[config.mk]
export PLATFORM = sky130hd
export DESIGN_NAME = axil_master
export DESIGN_NICKNAME = d
export VERILOG_FILES = /design/src/rtl/axil_pkg.sv /design/src/rtl/axil_master.sv
export SDC_FILE = /design/constraint.sdc
export NUM_CORES = 1
export LEC_CHECK = 0
export CAP_MARGIN = 10
export CORE_MARGIN = 5
export CORE_UTILIZATION = 40
export DETAILED_ROUTE_END_ITERATION = 7
export PLACE_DENSITY = 0.92
export SYNTH_ARGS = -nofsm -noshare
export SYNTH_HDL_FRONTEND = slang
export SYNTH_SLANG_ARGS = --single-unit
export TNS_END_PERCENT = 5
[constraint.sdc]
create_clock -name clk -period 2.4 [get_ports clk]
set_clock_uncertainty 0.2 [all_clocks]
set_input_delay 0.48 -clock clk [delete_from_list [all_inputs] [get_ports clk]]
set_output_delay 0.48 -clock clk [all_outputs]
set_load 0.03 [all_outputs]
[src/rtl/axil_pkg.sv]
// Shared AXI4-Lite definitions: bus widths, response codes, master FSM states.
package axil_pkg;

    localparam int unsigned AXI_DATA_W = 32;
    localparam int unsigned AXI_STRB_W = AXI_DATA_W / 8;
    localparam int unsigned AXI_RESP_W = 2;

    localparam logic [AXI_RESP_W-1:0] RESP_OKAY   = 2'b00;
    localparam logic [AXI_RESP_W-1:0] RESP_EXOKAY = 2'b01;
    localparam logic [AXI_RESP_W-1:0] RESP_SLVERR = 2'b10;
    localparam logic [AXI_RESP_W-1:0] RESP_DECERR = 2'b11;

    typedef enum logic [2:0] {
        IDLE   = 3'd0,
        WRITE  = 3'd1,
        WAIT_B = 3'd2,
        READ   = 3'd3,
        WAIT_R = 3'd4,
        RESP   = 3'd5
    } axil_master_state_e;

    // Response payload returned to the command-port client
    typedef struct packed {
        logic [AXI_DATA_W-1:0] rdata;
        logic [AXI_RESP_W-1:0] resp;
        logic                  write;
    } axil_rsp_t;

endpackage

[src/rtl/axil_master.sv]
// Single-outstanding AXI4-Lite master driven by a valid/ready command port.
module axil_master
    import axil_pkg::*;
#(
    parameter int unsigned AXI_ADDR_BW_p = 12
) (
    input  logic                     clk,
    input  logic                     rst_n,
    input  logic                     i_req_valid,
    output logic                     o_req_ready,
    input  logic                     i_req_write,
    input  logic [AXI_ADDR_BW_p-1:0] i_req_addr,
    input  logic [AXI_DATA_W-1:0]    i_req_wdata,
    input  logic [AXI_STRB_W-1:0]    i_req_wstrb,
    output logic                     o_rsp_valid,
    input  logic                     i_rsp_ready,
    output logic [AXI_DATA_W-1:0]    o_rsp_rdata,
    output logic [AXI_RESP_W-1:0]    o_rsp_resp,
    output logic                     o_rsp_write,
    output logic [AXI_ADDR_BW_p-1:0] o_axi_awaddr,
    output logic                     o_axi_awvalid,
    input  logic                     i_axi_awready,
    output logic [AXI_DATA_W-1:0]    o_axi_wdata,
    output logic [AXI_STRB_W-1:0]    o_axi_wstrb,
    output logic                     o_axi_wvalid,
    input  logic                     i_axi_wready,
    input  logic [AXI_RESP_W-1:0]    i_axi_bresp,
    input  logic                     i_axi_bvalid,
    output logic                     o_axi_bready,
    output logic [AXI_ADDR_BW_p-1:0] o_axi_araddr,
    output logic                     o_axi_arvalid,
    input  logic                     i_axi_arready,
    input  logic [AXI_DATA_W-1:0]    i_axi_rdata,
    input  logic [AXI_RESP_W-1:0]    i_axi_rresp,
    input  logic                     i_axi_rvalid,
    output logic                     o_axi_rready
);

    axil_master_state_e       state_q, state_d;
    logic                     req_ready_q, req_ready_d;
    logic [AXI_ADDR_BW_p-1:0] addr_q, addr_d;
    logic [AXI_DATA_W-1:0]    wdata_q, wdata_d;
    logic [AXI_STRB_W-1:0]    wstrb_q, wstrb_d;
    logic                     awvalid_q, awvalid_d;
    logic                     wvalid_q, wvalid_d;
    logic                     bready_q, bready_d;
    logic                     arvalid_q, arvalid_d;
    logic                     rready_q, rready_d;
    logic                     rsp_valid_q, rsp_valid_d;
    axil_rsp_t                rsp_q, rsp_d;
    logic                     aw_done, w_done;

    // Next-state and next-output decode; every output is a flop fed from here
    always_comb begin
        state_d     = state_q;
        req_ready_d = req_ready_q;
        addr_d      = addr_q;
        wdata_d     = wdata_q;
        wstrb_d     = wstrb_q;
        awvalid_d   = awvalid_q;
        wvalid_d    = wvalid_q;
        bready_d    = bready_q;
        arvalid_d   = arvalid_q;
        rready_d    = rready_q;
        rsp_valid_d = rsp_valid_q;
        rsp_d       = rsp_q;
        aw_done     = 1'b0;
        w_done      = 1'b0;

        case (state_q)
            IDLE: begin
                req_ready_d = 1'b1;
                // Ready is registered, so the first cycle out of reset never accepts
                if (i_req_valid && req_ready_q) begin
                    req_ready_d = 1'b0;
                    addr_d      = i_req_addr;
                    wdata_d     = i_req_wdata;
                    wstrb_d     = i_req_wstrb;
                    rsp_d.write = i_req_write;
                    if (i_req_write) begin
                        awvalid_d = 1'b1;
                        wvalid_d  = 1'b1;
                        state_d   = WRITE;
                    end else begin
                        arvalid_d = 1'b1;
                        state_d   = READ;
                    end
                end
            end
            WRITE: begin
                // Each channel is finished once its valid is gone or handshakes now
                aw_done = !awvalid_q || i_axi_awready;
                w_done  = !wvalid_q  || i_axi_wready;
                if (awvalid_q && i_axi_awready) awvalid_d = 1'b0;
                if (wvalid_q  && i_axi_wready)  wvalid_d  = 1'b0;
                if (aw_done && w_done) begin
                    bready_d = 1'b1;
                    state_d  = WAIT_B;
                end
            end
            WAIT_B: begin
                if (i_axi_bvalid && bready_q) begin
                    bready_d    = 1'b0;
                    rsp_d.rdata = '0;
                    rsp_d.resp  = i_axi_bresp;
                    rsp_valid_d = 1'b1;
                    state_d     = RESP;
                end
            end
            READ: begin
                if (arvalid_q && i_axi_arready) begin
                    arvalid_d = 1'b0;
                    rready_d  = 1'b1;
                    state_d   = WAIT_R;
                end
            end
            WAIT_R: begin
                if (i_axi_rvalid && rready_q) begin
                    rready_d    = 1'b0;
                    rsp_d.rdata = i_axi_rdata;
                    rsp_d.resp  = i_axi_rresp;
                    rsp_valid_d = 1'b1;
                    state_d     = RESP;
                end
            end
            RESP: begin
                if (rsp_valid_q && i_rsp_ready) begin
                    rsp_valid_d = 1'b0;
                    req_ready_d = 1'b1;
                    state_d     = IDLE;
                end
            end
            default: begin
                state_d = IDLE;
            end
        endcase
    end

    // State and output registers, cleared asynchronously
    always_ff @(posedge clk or negedge rst_n) begin
        if (!rst_n) begin
            state_q     <= IDLE;
            req_ready_q <= 1'b0;
            addr_q      <= '0;
            wdata_q     <= '0;
            wstrb_q     <= '0;
            awvalid_q   <= 1'b0;
            wvalid_q    <= 1'b0;
            bready_q    <= 1'b0;
            arvalid_q   <= 1'b0;
            rready_q    <= 1'b0;
            rsp_valid_q <= 1'b0;
            rsp_q       <= '0;
        end else begin
            state_q     <= state_d;
            req_ready_q <= req_ready_d;
            addr_q      <= addr_d;
            wdata_q     <= wdata_d;
            wstrb_q     <= wstrb_d;
            awvalid_q   <= awvalid_d;
            wvalid_q    <= wvalid_d;
            bready_q    <= bready_d;
            arvalid_q   <= arvalid_d;
            rready_q    <= rready_d;
            rsp_valid_q <= rsp_valid_d;
            rsp_q       <= rsp_d;
        end
    end

    assign o_req_ready   = req_ready_q;
    assign o_rsp_valid   = rsp_valid_q;
    assign o_rsp_rdata   = rsp_q.rdata;
    assign o_rsp_resp    = rsp_q.resp;
    assign o_rsp_write   = rsp_q.write;
    assign o_axi_awaddr  = addr_q;
    assign o_axi_awvalid = awvalid_q;
    assign o_axi_wdata   = wdata_q;
    assign o_axi_wstrb   = wstrb_q;
    assign o_axi_wvalid  = wvalid_q;
    assign o_axi_bready  = bready_q;
    assign o_axi_araddr  = addr_q;
    assign o_axi_arvalid = arvalid_q;
    assign o_axi_rready  = rready_q;

endmodule
==> flow_metrics.env <==
export IMPL_cts_sinks=93
export IMPL_hold_viol_final=0
export IMPL_cts_buffer_depth=2
export IMPL_cpMaxStageDelayCell="clkdlybuf4s50_1"
export IMPL_intPower_mw=5.11
export IMPL_leakagePower_nw=2.49
export IMPL_synth_compound_area_share_pct=12.1
export IMPL_grt_pass1_wl_um=16000
export IMPL_ys_ff_latch=93
export IMPL_die_y_um=107
export IMPL_timing_final_ws_setup_ns=0.210
export IMPL_grt_max_degree=94
export IMPL_synth_top_cells_by_area="dfrtp_1, mux2_2, a22o_1, buf_4, buf_6"
export IMPL_clk_latency_ns=0.34
export IMPL_critPathMaxStageDelay_ns=0.71
export IMPL_fin_nets=548
export IMPL_antenna_diode_count=0
export IMPL_worst_setup_path_end_kind="output pin"
export IMPL_dp_hpwl_um=7490
export IMPL_start_util_pct=40.9
export IMPL_place_area_mm2=0.00575
export IMPL_core_mm2=0.00920
export IMPL_drt_total_wl_um=9920
export IMPL_yosys_area_top_type="dfrtp_1"
export IMPL_async_reset_ff_share_pct=100
export IMPL_pre_cts_ws_ns=0.0793
export IMPL_crit_path_start_kind="flop"
export IMPL_min_period_ns=2.19
export IMPL_drtAntennaViolNets=0
export IMPL_syn_to_final_growth_pct=58.3
export IMPL_setup_viol=0
export IMPL_numCtsBuffers=9
export IMPL_synth_area_per_cell_um2=14.0
export IMPL_status="finished clean"
export IMPL_grt_usage_pct=17.7
export IMPL_grt_ovfl_total=0
export IMPL_mostFrequentLayoutCells="clkdlybuf4s50_1, dfrtp_1, mux2_2"
export IMPL_synthXorXnorAreaFrac_pct=0
export IMPL_grt_pass1_vias=3171
export IMPL_design_area_mm2=0.00595
export IMPL_seq_area_frac_synth_pct=61.9
export IMPL_dr_pass1_iters=4
export IMPL_holdPathStages=2
export IMPL_dpl_cell_count=553
export IMPL_power_density_mw_per_mm2=1500
export IMPL_reg2regPathDepth=3
export IMPL_ctsHtreeMaxLevel=3
export IMPL_fin_setup_tns_ns=0
export IMPL_timing_hold_ws_ns=0.288
export IMPL_cp_cell_sequence="clkdlybuf4s50_1"
export IMPL_seqPwrFrac_pct=32.5
export IMPL_criticalPathCategory="flop to output pin"
export IMPL_fmax_mhz=457
export IMPL_io_pins=196
export IMPL_synth_mux_area_share_pct=15.2
export IMPL_crit_fanout=6
export IMPL_crit_arrival_ns=1.51
export IMPL_syn_area_mm2=0.00376
export IMPL_cts_tree="done"
export IMPL_cap_violations=0
export IMPL_p_switching_mw=3.80
export IMPL_ir_worst_vdd_v=0.000708
export IMPL_slew_limit_headroom_pct=67.8
export IMPL_post_cts_buffers=0
export IMPL_cpLargestDelayFamily="buffers and inverters"
export IMPL_antenna_found_initial=0
export IMPL_synth_top_family_by_area="multiplexers"
export IMPL_pwr_share_comb_pct=56.7
export IMPL_crit_cells=1
export IMPL_root_buffer="clkbuf_8"
export IMPL_clock_power_share_pct=10.8
export IMPL_placementRows=35
export IMPL_path_clk_slew_ns=0.10
export IMPL_place_gp_congestion=0.808
export IMPL_synth_cell_type_count=34
export IMPL_yosysWarnings=0
export IMPL_synthAdderAreaFrac_pct=0
export IMPL_p_sw_share_pct=42.6
export IMPL_worst_pin_slew_ns=0.484
export IMPL_syn_inst=268
export IMPL_viasPerCell=5.07
export IMPL_final_common_cell="clkdlybuf4s50_1"
export IMPL_drc=0
export IMPL_die_area_mm2=0.0114
export IMPL_crit_required_ns=1.72
export IMPL_synth_edf_count=0
export IMPL_io_buffer_count=195
export IMPL_yosys_area_share_simple_pct=5.00
export IMPL_hold_path_class="flop to flop"
export IMPL_num_vias=2892
export IMPL_stdcell_count=570
export IMPL_final_layout_size_suffix_gt1_share_pct=15.7
export IMPL_fin_crit_sh_pct=91.2
export IMPL_final_max_slew_viol_count=0
export IMPL_wire_per_inst_um=17.4
export IMPL_rsz0062_at_grt="false"
export IMPL_yosys_area_top_type_share_pct=61.9
export IMPL_drt_iter0_markers=165
export IMPL_syn_num_nets=362
export IMPL_synthFlopType="dfrtp_1"
export IMPL_worst_path_buf_inv=1
export IMPL_die_w_um=107
==> layout make-up <==
type                       count  area, um^2
fill                         656        3250
sequential                    93        2330
timing repair buffer         203        2060
multi-input combinational    143        1220
clock buffer                  11         141
tap                          111         139
clock inverter                 5        43.8
inverter                       4        15.0
==> flip-flops by register name, summed over array words and instances, names as in the netlist <==
| register | count |
|---|---|
| o_axi_bready | 1 |
| o_rsp_rdata | 32 |
| o_axi_awvalid | 1 |
| o_axi_wdata | 32 |
| o_axi_arvalid | 1 |
| o_axi_wvalid | 1 |
| o_axi_rready | 1 |
| o_axi_wstrb | 4 |
| state_q | 3 |
| o_rsp_valid | 1 |
| o_req_ready | 1 |
| o_rsp_write | 1 |
| o_rsp_resp | 2 |
| o_axi_araddr | 12 |
==> worst paths after layout <==
kind                       slack, ns                     endpoint                 startpoint
setup / recovery                0.21                o_axi_arvalid  o_axi_arvalid$_DFFE_PN0P_
hold / removal                  0.29    o_rsp_resp[1]$_DFFE_PN0P_  o_rsp_resp[1]$_DFFE_PN0P_
setup reg to reg                0.45  o_axi_wdata[24]$_DFFE_PN0P_     state_q[2]$_DFFE_PN0P_
hold reg to reg                 0.29    o_rsp_resp[1]$_DFFE_PN0P_  o_rsp_resp[1]$_DFFE_PN0P_
max in group asynchronous       1.11   o_axi_wdata[5]$_DFFE_PN0P_                      rst_n
min in group asynchronous       0.50  o_rsp_rdata[14]$_DFFE_PN0P_                      rst_n
==> metrics by stage <==
| step | util, % | power [mW] |
|---|---|---|
| after floorplan | - | 5.88 |
| after detailed placement | 62.5 | 8.01 |
| after CTS | 64.7 | 9.01 |
| after global placement | 62.5 | 7.88 |
| final | 64.7 | 8.91 |
| after global routing | 64.7 | 9.38 |
==> cells by family after synthesis <==
| family | after synthesis |
|---|---|
| AOI/OAI and AO/OA | 58 |
| buffers and inverters | 32 |
| muxes | 51 |
| DFF | 93 |
| and+or+nand+nor | 34 |
==> synthesized netlist by cell type (2+ instances only) <==
cell type and number:
nand2_1 11, nand4b_1 2, buf_2 6, mux2_1 4, o21ai_0 4, a22o_1 35, mux2_2 45, o22ai_1 2
nand3_1 3, a21oi_1 7, clkbuf_1 4, nor2_1 7, nor2b_1 2, buf_4 12, inv_1 4, buf_6 6
a31oi_1 3, nand2b_1 2, mux2i_1 2, dfrtp_1 93
==> repair_timing <==
item | in CTS | in global routing
endpoints found under the hold margin | 89 | 0
gates resized for setup | 0 | 0
hold buffers | 1 | 0
==> layer usage <==
| metal | share of wire (%) | up-vias | GRT usage (%) |
|---|---|---|---|
| met5 | 0 | - | 0 |
| met4 | 0.93 | 0 | 5.11 |
| met3 | 10 | 6 | 6.56 |
| met2 | 49 | 167 | 30.1 |
| met1 | 40 | 1387 | 21.0 |
| li1 | - | 1332 | - |
==> power groups by stage <==
stage / clock [mW] / combinational, mW / sequential [mW]
5_1_grt: 1.07 / 5.30 / 3.02
3_3_place_gp: 0 / 4.99 / 2.89
2_1_floorplan: 0 / 1.56 / 4.32
3_5_place_dp: 0 / 5.10 / 2.91
4_1_cts: 1.00 / 5.10 / 2.91
6_report: 0.964 / 5.04 / 2.90
Note: power is estimated with default switching activity, not from simulation.
